## src/rtl/conv3x3_seq_ctrl.sv

```systemverilog
// Sequencer for one 3x3 valid-padding convolution pass on pe_tensor: loads the filter,
// walks all output positions in raster order, and streams psum results through a credited FIFO.
module conv3x3_seq_ctrl #(
  parameter int IMG_W      = 8,
  parameter int IMG_H      = 8,
  parameter int PE_LAT     = 1,
  parameter int FIFO_DEPTH = 4
) (
  input  logic                       clk,
  input  logic                       rst,
  input  logic                       start,
  input  logic [71:0]                filter_in,
  output logic                       busy,
  output logic                       done,
  output logic [71:0]                tensor_filter,
  output logic                       tensor_wb_write_en,
  output logic                       win_req,
  output logic [$clog2(IMG_H)-1:0]   win_row,
  output logic [$clog2(IMG_W)-1:0]   win_col,
  input  logic                       win_ack,
  input  logic [15:0]                tensor_psum,
  output logic                       out_valid,
  input  logic                       out_ready,
  output logic [15:0]                out_data,
  output logic                       out_last
);

  localparam int RW   = $clog2(IMG_H);
  localparam int CW   = $clog2(IMG_W);
  localparam int AW   = $clog2(FIFO_DEPTH);
  localparam int CNTW = AW + 1;

  typedef enum logic [2:0] {IDLE, LOAD_W, RUN, DRAIN, DONE} state_t;

  state_t            state;
  logic [CNTW-1:0]   fifo_count;
  logic [CNTW-1:0]   inflight_count;
  logic [PE_LAT-1:0] pipe_v;
  logic [PE_LAT-1:0] pipe_l;
  logic [16:0]       mem [FIFO_DEPTH];
  logic [AW-1:0]     wr_ptr;
  logic [AW-1:0]     rd_ptr;
  logic              issue;
  logic              push;
  logic              pop;
  logic              last_win;
  logic              col_wrap;

  // Credit: results already queued plus those still inside the PE never exceed FIFO space.
  always_comb begin
    win_req   = (state == RUN) &&
                (({1'b0, fifo_count} + {1'b0, inflight_count}) < (CNTW+1)'(FIFO_DEPTH));
    issue     = win_req && win_ack;
    col_wrap  = (win_col == CW'(IMG_W - 3));
    last_win  = (win_row == RW'(IMG_H - 3)) && col_wrap;
    push      = pipe_v[PE_LAT-1];
    out_valid = (fifo_count != '0);
    pop       = out_valid && out_ready;
    {out_last, out_data} = mem[rd_ptr];
  end

  always_ff @(posedge clk or negedge rst) begin
    if (!rst) begin
      state              <= IDLE;
      busy               <= 1'b0;
      done               <= 1'b0;
      tensor_wb_write_en <= 1'b0;
      tensor_filter      <= '0;
      win_row            <= '0;
      win_col            <= '0;
    end else begin
      unique case (state)
        IDLE: begin
          if (start) begin
            tensor_filter      <= filter_in;
            tensor_wb_write_en <= 1'b1;
            busy               <= 1'b1;
            state              <= LOAD_W;
          end
        end
        LOAD_W: begin
          tensor_wb_write_en <= 1'b0;
          state              <= RUN;
        end
        RUN: begin
          if (issue) begin
            if (last_win) begin
              win_row <= '0;
              win_col <= '0;
              state   <= DRAIN;
            end else if (col_wrap) begin
              win_col <= '0;
              win_row <= win_row + RW'(1);
            end else begin
              win_col <= win_col + CW'(1);
            end
          end
        end
        DRAIN: begin
          if (fifo_count == '0 && inflight_count == '0) begin
            done  <= 1'b1;
            state <= DONE;
          end
        end
        DONE: begin
          done  <= 1'b0;
          busy  <= 1'b0;
          state <= IDLE;
        end
        default: state <= IDLE;
      endcase
    end
  end

  always_ff @(posedge clk or negedge rst) begin
    if (!rst) begin
      pipe_v         <= '0;
      pipe_l         <= '0;
      inflight_count <= '0;
      fifo_count     <= '0;
      wr_ptr         <= '0;
      rd_ptr         <= '0;
      for (int unsigned i = 0; i < FIFO_DEPTH; i++) mem[i] <= '0;
    end else begin
      // Shift form works for PE_LAT == 1, where the pipe is a single stage.
      pipe_v <= (pipe_v << 1) | PE_LAT'(issue);
      pipe_l <= (pipe_l << 1) | PE_LAT'(issue && last_win);

      unique case ({issue, push})
        2'b10:   inflight_count <= inflight_count + CNTW'(1);
        2'b01:   inflight_count <= inflight_count - CNTW'(1);
        default: inflight_count <= inflight_count;
      endcase

      if (push) begin
        mem[wr_ptr] <= {pipe_l[PE_LAT-1], tensor_psum};
        wr_ptr      <= wr_ptr + AW'(1);
      end
      if (pop) rd_ptr <= rd_ptr + AW'(1);

      unique case ({push, pop})
        2'b10:   fifo_count <= fifo_count + CNTW'(1);
        2'b01:   fifo_count <= fifo_count - CNTW'(1);
        default: fifo_count <= fifo_count;
      endcase
    end
  end

endmodule

```

## config.mk

```make
export PLATFORM = sky130hd
export DESIGN_NAME = conv3x3_seq_ctrl
export DESIGN_NICKNAME = d
export VERILOG_FILES = /design/src/rtl/conv3x3_seq_ctrl.sv
export SDC_FILE = /design/constraint.sdc
export NUM_CORES = 1
export LEC_CHECK = 0
export BUFFER_PORTS_ARGS = -buffer_cell sky130_fd_sc_hd__buf_2
export CAP_MARGIN = 5
export CORE_ASPECT_RATIO = 2
export CORE_MARGIN = 4
export CORE_UTILIZATION = 53
export DETAILED_ROUTE_END_ITERATION = 16
export GPL_ROUTABILITY_DRIVEN = 0
export GPL_TIMING_DRIVEN = 0
export HOLD_SLACK_MARGIN = 0.08
export PLACE_DENSITY = 0.8
export RECOVER_POWER = 100
export SETUP_SLACK_MARGIN = 0.5
export SYNTH_ARGS = -nofsm -noshare
export SYNTH_HDL_FRONTEND = slang
export SYNTH_SLANG_ARGS = --single-unit
export TNS_END_PERCENT = 30
```

## constraint.sdc

```tcl
create_clock -name clk -period 3.15 [get_ports clk]
set_clock_uncertainty 0.1 [all_clocks]
set_input_delay 0.4725 -clock clk [delete_from_list [all_inputs] [get_ports clk]]
set_output_delay 0.4725 -clock clk [all_outputs]
set_load 0.02 [all_outputs]
```

### Word-level counts from Yosys, hierarchy flattened

Index checks and enable logic that the tools add are counted.

* muxes and demuxes: 22
* $add $sub $neg: 9
* bitwise gates (word level): 2
* equal/unequal tests: 14
* reduce and logical (&&, ||, !) cells: 24
* order comparisons: 4

Operator list (count)
* 68-bit bitwise mux: 1
* 17-bit 2-to-1 mux: 3
* 17-bit binary-select mux with 2-bit select: 1
* 17-bit demux with 2-bit select: 1
* 3-bit 2-to-1 mux: 8
* 3-bit by 1-bit adder with 3-bit output (second input constant): 4
* 3-bit case mux with 2 select lines: 2
* 3-bit case mux with 4 select lines: 1
* 2-bit nonzero test: 6
* 2-bit AND reduction: 5
* 3-bit == test (second input constant): 3
* 3-bit zero test: 3
* 2-bit != test (second input constant): 4
* 1-bit logical AND: 7
* 3-bit by 2-bit == test with 1-bit output (second input constant): 2
* 3-bit >= comparator (second input constant): 2
* 2-bit inverter with 3-bit output: 2
* 1-bit case mux with 2 select lines: 3
* 3-bit by 1-bit subtractor with 3-bit output (second input constant): 2
* 2-bit by 1-bit adder with 2-bit output (second input constant): 2
* 3-bit by 3-bit adder with 4-bit output: 1
* 2-bit by 1-bit == test with 1-bit output (second input constant): 2
* 2-bit == test (second input constant): 2
* 4-bit by 3-bit less-than comparator with 1-bit output (second input constant): 1
* 6 further kinds: 7

* bits of input ports: 93
* flip-flop bits (word level): 164
* output and inout bits: 100
* logic and storage cells: 92

### Longest topological paths before layout

* depth in word-level cells: 6
* depth in mapped cells: 11

### Least setup slack after synthesis

No wires, ideal clock.

* path type: flip-flop to flip-flop
* start point: reg inflight_count[1]
* end point: reg inflight_count[2]
* arrival time: 2.170 ns
* cell stages (with the launch flop): 12
* setup slack: 0.801 ns
* period minus slack after synthesis: 2.349 ns
* path buffers: 1
* data required time: 2.971 ns
* cell sequence: dfrtp_1 ha_1 nand3_1 and4_1 buf_4 nand2_1 ha_1 inv_1 fa_1 xor2_1 nor2_1 xor2_1

* cells in the longest elaborated chain, start to end: 6

RTL lines
* start: declaration: line 37 `logic [CNTW-1:0] inflight_count;`
* start signal: assignment: line 130 `2'b10: inflight_count <= inflight_count + CNTW'(1);`
* start signal: assignment: line 131 `2'b01: inflight_count <= inflight_count - CNTW'(1);`
* start signal: assignment: line 132 `default: inflight_count <= inflight_count;`
* 3-bit by 3-bit adder with 4-bit output *: line 52 `(({1'b0, fifo_count} + {1'b0, inflight_count}) < (CNTW+1)'(FIFO_DEPTH));`
* 4-bit by 3-bit less-than comparator with 1-bit output *: line 52
* 1-bit logical AND *: line 51 `win_req = (state == RUN) &&`
* net win_req: line 17 `output logic win_req,`
* 1-bit logical AND *: line 53 `issue = win_req && win_ack;`
* 2-bit by 1-bit == test with 1-bit output / 2-bit == test (equally long branches): line 129 `unique case ({issue, push})`
* 3-bit case mux with 2 select lines / 2-bit nonzero test (equally long branches)

Mark *: on every way through the listed nets, which the timed path passes. The rest lies on a longest branch.
A chain may end at the register's enable or synchronous reset.

### Final worst setup path

* start point: reg rd_ptr[1]
* end point: out out_data[11]

* cells in the longest elaborated chain, start to end: 4

RTL lines
* start: declaration: line 42 `logic [AW-1:0] rd_ptr;`
* start signal: assignment: line 139 `if (pop) rd_ptr <= rd_ptr + AW'(1);`
* 2-bit inverter with 3-bit output (not written as such): line 59 `{out_last, out_data} = mem[rd_ptr];`
* 17-bit binary-select mux with 2-bit select: line 59
* 17-bit 2-to-1 mux (not written as such) (2 in series): line 59
* end: declaration: line 24 `output logic [15:0] out_data,`

No other way between the ends. The select of a mux whose other input is x is not followed.

==> flow_summary.toml <==
[status]
status = "finished, violations left"
violations = "max-capacitance violations, max-slew violations"

[critical_path]
path_delay_family = "buffers and inverters"
cp_num_buf_inv = 3
cp_max_fo = 10
max_stage_delay_ns = 0.57
worst_path_most_repeated_cell = "clkbuf_1"
crit_chain = "clkbuf_2 -> clkbuf_1 -> mux4_2 -> clkbuf_1"
r2r_setup_slack_ns = 0.61
r2r_end = "inflight_count[2]$_DFFE_PN0P_"
worst_path_max_delay_cell = "clkbuf_1"
arrival_ns = 2.21
start_kind = "register"
worstPathRequired_ns = 2.58
reg2reg_depth = 11
crit_type = "register to output pin"
reg2reg_from = "inflight_count[1]$_DFFE_PN0P_"
cp-end-kind = "output pin"

[layout]
regArea_um2 = 4100
layout.nets = 741
final_core_util = 0.630
drive_gt1_frac = 0.351
n_fill_cell = 1134
design_area_um2 = 8420
multi_input_area_um2 = 2550
areaGrowthSynthToFinish_pct = 17.3

[routing]
drc = 0
first_pass_iters = 4
routedWlPerCell_um = 18.6
num_vias = 4289
drt_iter0_drc = 144
ant_nets = 0
vias_per_cell = 5.33
routed_wl_um = 15000

[logic_synthesis]
syn_area_per_cell_um2 = 17.0
synth_edf_count = 0
yosysTopAreaCell = "dfrtp_1"
yosys_warnings = 0
syn-num-nets = 528
netlist_area_um2 = 7180
synth_cell_types = 35
synth_area_leaders = "dfrtp_1 (57%), mux2_4 (15%), mux2_2 (11%)"
synth_top_area_share = 0.571
ys_ff_latch = 164
async_reset_ff_frac = 1.00
postSynthCellCount = 423
synth_seq_area_share = 0.571
ys.flop_type = "dfrtp_1"

[die]
rows = 60
core_um2 = 13400
die_h_um = 173
start_util = 0.538
die-area_um2 = 15600
io_pins = 193
die_w_um = 90.3

[placed_design]
dp_hpwl_um = 11300
io_buffer_count = 192
placed_area_um2 = 8370

[timing]
fin_hold_ws_ns = 0.164
slew_headroom = -0.0464
finalMaxSlewViolations = 64
fmax_mhz = 359
setup_violations = 0
tightest_slew_ns = 1.57
final.period_utilization = 0.883
setup_tns_ns = 0
fin_crit_ns = 2.78
hold_violations = 0
rsz0062_at_grt = "true"

[cts]
clk_pin_slew_ns = 0.07
cts_max_path_buffers = 2
tritoncts = "yes"
clk_latency_ns = 0.41
clock_sinks = 164
cts_root_buf = "clkbuf_16"
h-tree-depth = 4
cts-buffers-inserted = 17

[grt]
overflow = 0
antenna_found_initial = 2
grt_max_degree = 102
grt_usage = 0.203
grt_pass1_wl_um = 25100
first_global_vias = 4931

[job]
max_cap_violations = 1

[pwr]
power_w = 0.00712
irDropWorstVdd_uv = 401
power.density_nw_per_um2 = 845
leakage_nw = 4.15

[min_path]
hp-class = "input pin to register"
holdPathStages = 2
whs_endpoint = "tensor_filter[59]$_DFFE_PN0P_"
hp-start = "filter_in[59]"
[cells by family (layout without fill, tap and decap cells)]
logic type,count (synthesis),after routing,synth area share
DFF,164,164,0.571
muxes,162,162,0.318
and+or+nand+nor,31,31,0.0280
buffers and inverters,29,255,0.0361
AOI/OAI and AO/OA,15,15,0.0118
adders and majority gates,12,12,0.0230
xor gates and xnor gates,10,10,0.0122
other,0,1,0
[state kept, by name, indices dropped and copies added, names as in the netlist]
register            count
busy                    1
done                    1
fifo_count              3
inflight_count          3
mem                    68
pipe_l                  1
pipe_v                  1
rd_ptr                  2
state                   3
tensor_filter          72
tensor_wb_write_en      1
win_col                 3
win_row                 3
wr_ptr                  2
[area by class of cell]
class,instances,area share
Clock buffer,18,0.0510
Clock inverter,14,0.0180
Multi-Input combinational cell,230,0.303
Sequential cell,164,0.487
Buffer,18,0.00876
Timing Repair Buffer,194,0.104
Inverter,11,0.00490
Tap cell,155,0.0230
Antenna cell,1,0.000297
[routing by layer]
| layer | routed length, µm | up-vias | GRT usage | part of all wire |
|---|---|---|---|---|
| met2 | 8460 | 138 | 0.373 | 0.56 |
| met3 | 684 | 37 | 0.0479 | 0.046 |
| met5 | 20 | - | 0 | 0.0013 |
| li1 | - | 1939 | - | - |
| met4 | 464 | 2 | 0.0863 | 0.031 |
| met1 | 5380 | 2173 | 0.219 | 0.36 |
[cells in the mapped netlist (2+ instances only)]
| master | count |
|---|---|
| nand2_1 | 9 |
| buf_4 | 3 |
| a21oi_1 | 7 |
| buf_12 | 8 |
| mux2_4 | 71 |
| mux2_2 | 71 |
| buf_2 | 7 |
| fa_1 | 2 |
| a31oi_1 | 3 |
| xor2_1 | 6 |
| inv_1 | 11 |
| dfrtp_1 | 164 |
| nand3_1 | 2 |
| o21ai_0 | 3 |
| nor2_1 | 7 |
| xnor2_1 | 4 |
| mux2_1 | 2 |
| mux4_2 | 17 |
| ha_1 | 10 |
[report_power, final]
part	total (W)	switching [W]	internal [W]
Clock	0.00201	0.000897	0.00111
Combinational	0.00218	0.00111	0.00107
Sequential	0.00293	0.000300	0.00263
Total	0.00712	0.00231	0.00481
[worst register-to-register path: stages, from the launching register on]
cell and delay (ns):
dfrtp_1 0.41, ha_1 0.29, nand3_1 0.06, and4_1 0.19, clkbuf_1 0.16, nand2_1 0.16
ha_1 0.20, inv_1 0.06, fa_1 0.38, xor2_1 0.15, nor2_1 0.14, xor2_1 0.16
[layout by cell type (no fill, tap or decap), types with 4 or more instances in the layout]
cell	netlist	routed
a21oi_1	7	7
mux4_2	17	17
nor2_1	7	8
nand2_1	9	10
ha_1	10	10
buf_2	7	95
clkbuf_16	0	17
mux2_2	71	71
mux2_1	2	65
xnor2_1	4	4
inv_1	11	11
mux2_4	71	8
clkinv_4	0	4
dfrtp_1	164	164
xor2_1	6	6
clkbuf_1	0	112
[metrics by stage]
| stage | setup slack (ns) | std cells |
|---|---|---|
| 2_1_floorplan | 0.801 | 423 |
| 4_1_cts | 0.556 | 804 |
| 5_1_grt | 0.256 | 805 |
| 3_5_place_dp | 0.622 | 771 |
| 3_3_place_gp | -0.710 | 770 |
| 6_report | 0.368 | 805 |
[repair_timing]
item                       4_1_cts  5_1_grt
buffers inserted                 0        0
setup endpoints to repair        0        7
hold buffers                     1        0
gates resized for setup          0        1
hold endpoints to repair        63        0
[how the worst max path moves through the flow]
stage	slack [ns]	startpoint	end	cells past startpoint
finish	0.37	rd_ptr[1]$_DFFE_PN0N_	out_data[11]	4
global route	0.26	rd_ptr[1]$_DFFE_PN0N_	out_data[7]	4
detailed placement	0.62	inflight_count[1]$_DFFE_PN0P_	inflight_count[2]$_DFFE_PN0P_	11
global placement	-0.71	rst	mem[61]$_DFFE_PN0P_	1
floorplan	0.80	inflight_count[1]$_DFFE_PN0P_	inflight_count[2]$_DFFE_PN0P_	11
CTS	0.56	rd_ptr[0]$_DFFE_PN0N_	out_data[10]	4
Note: power is estimated with default switching activity, not from simulation.
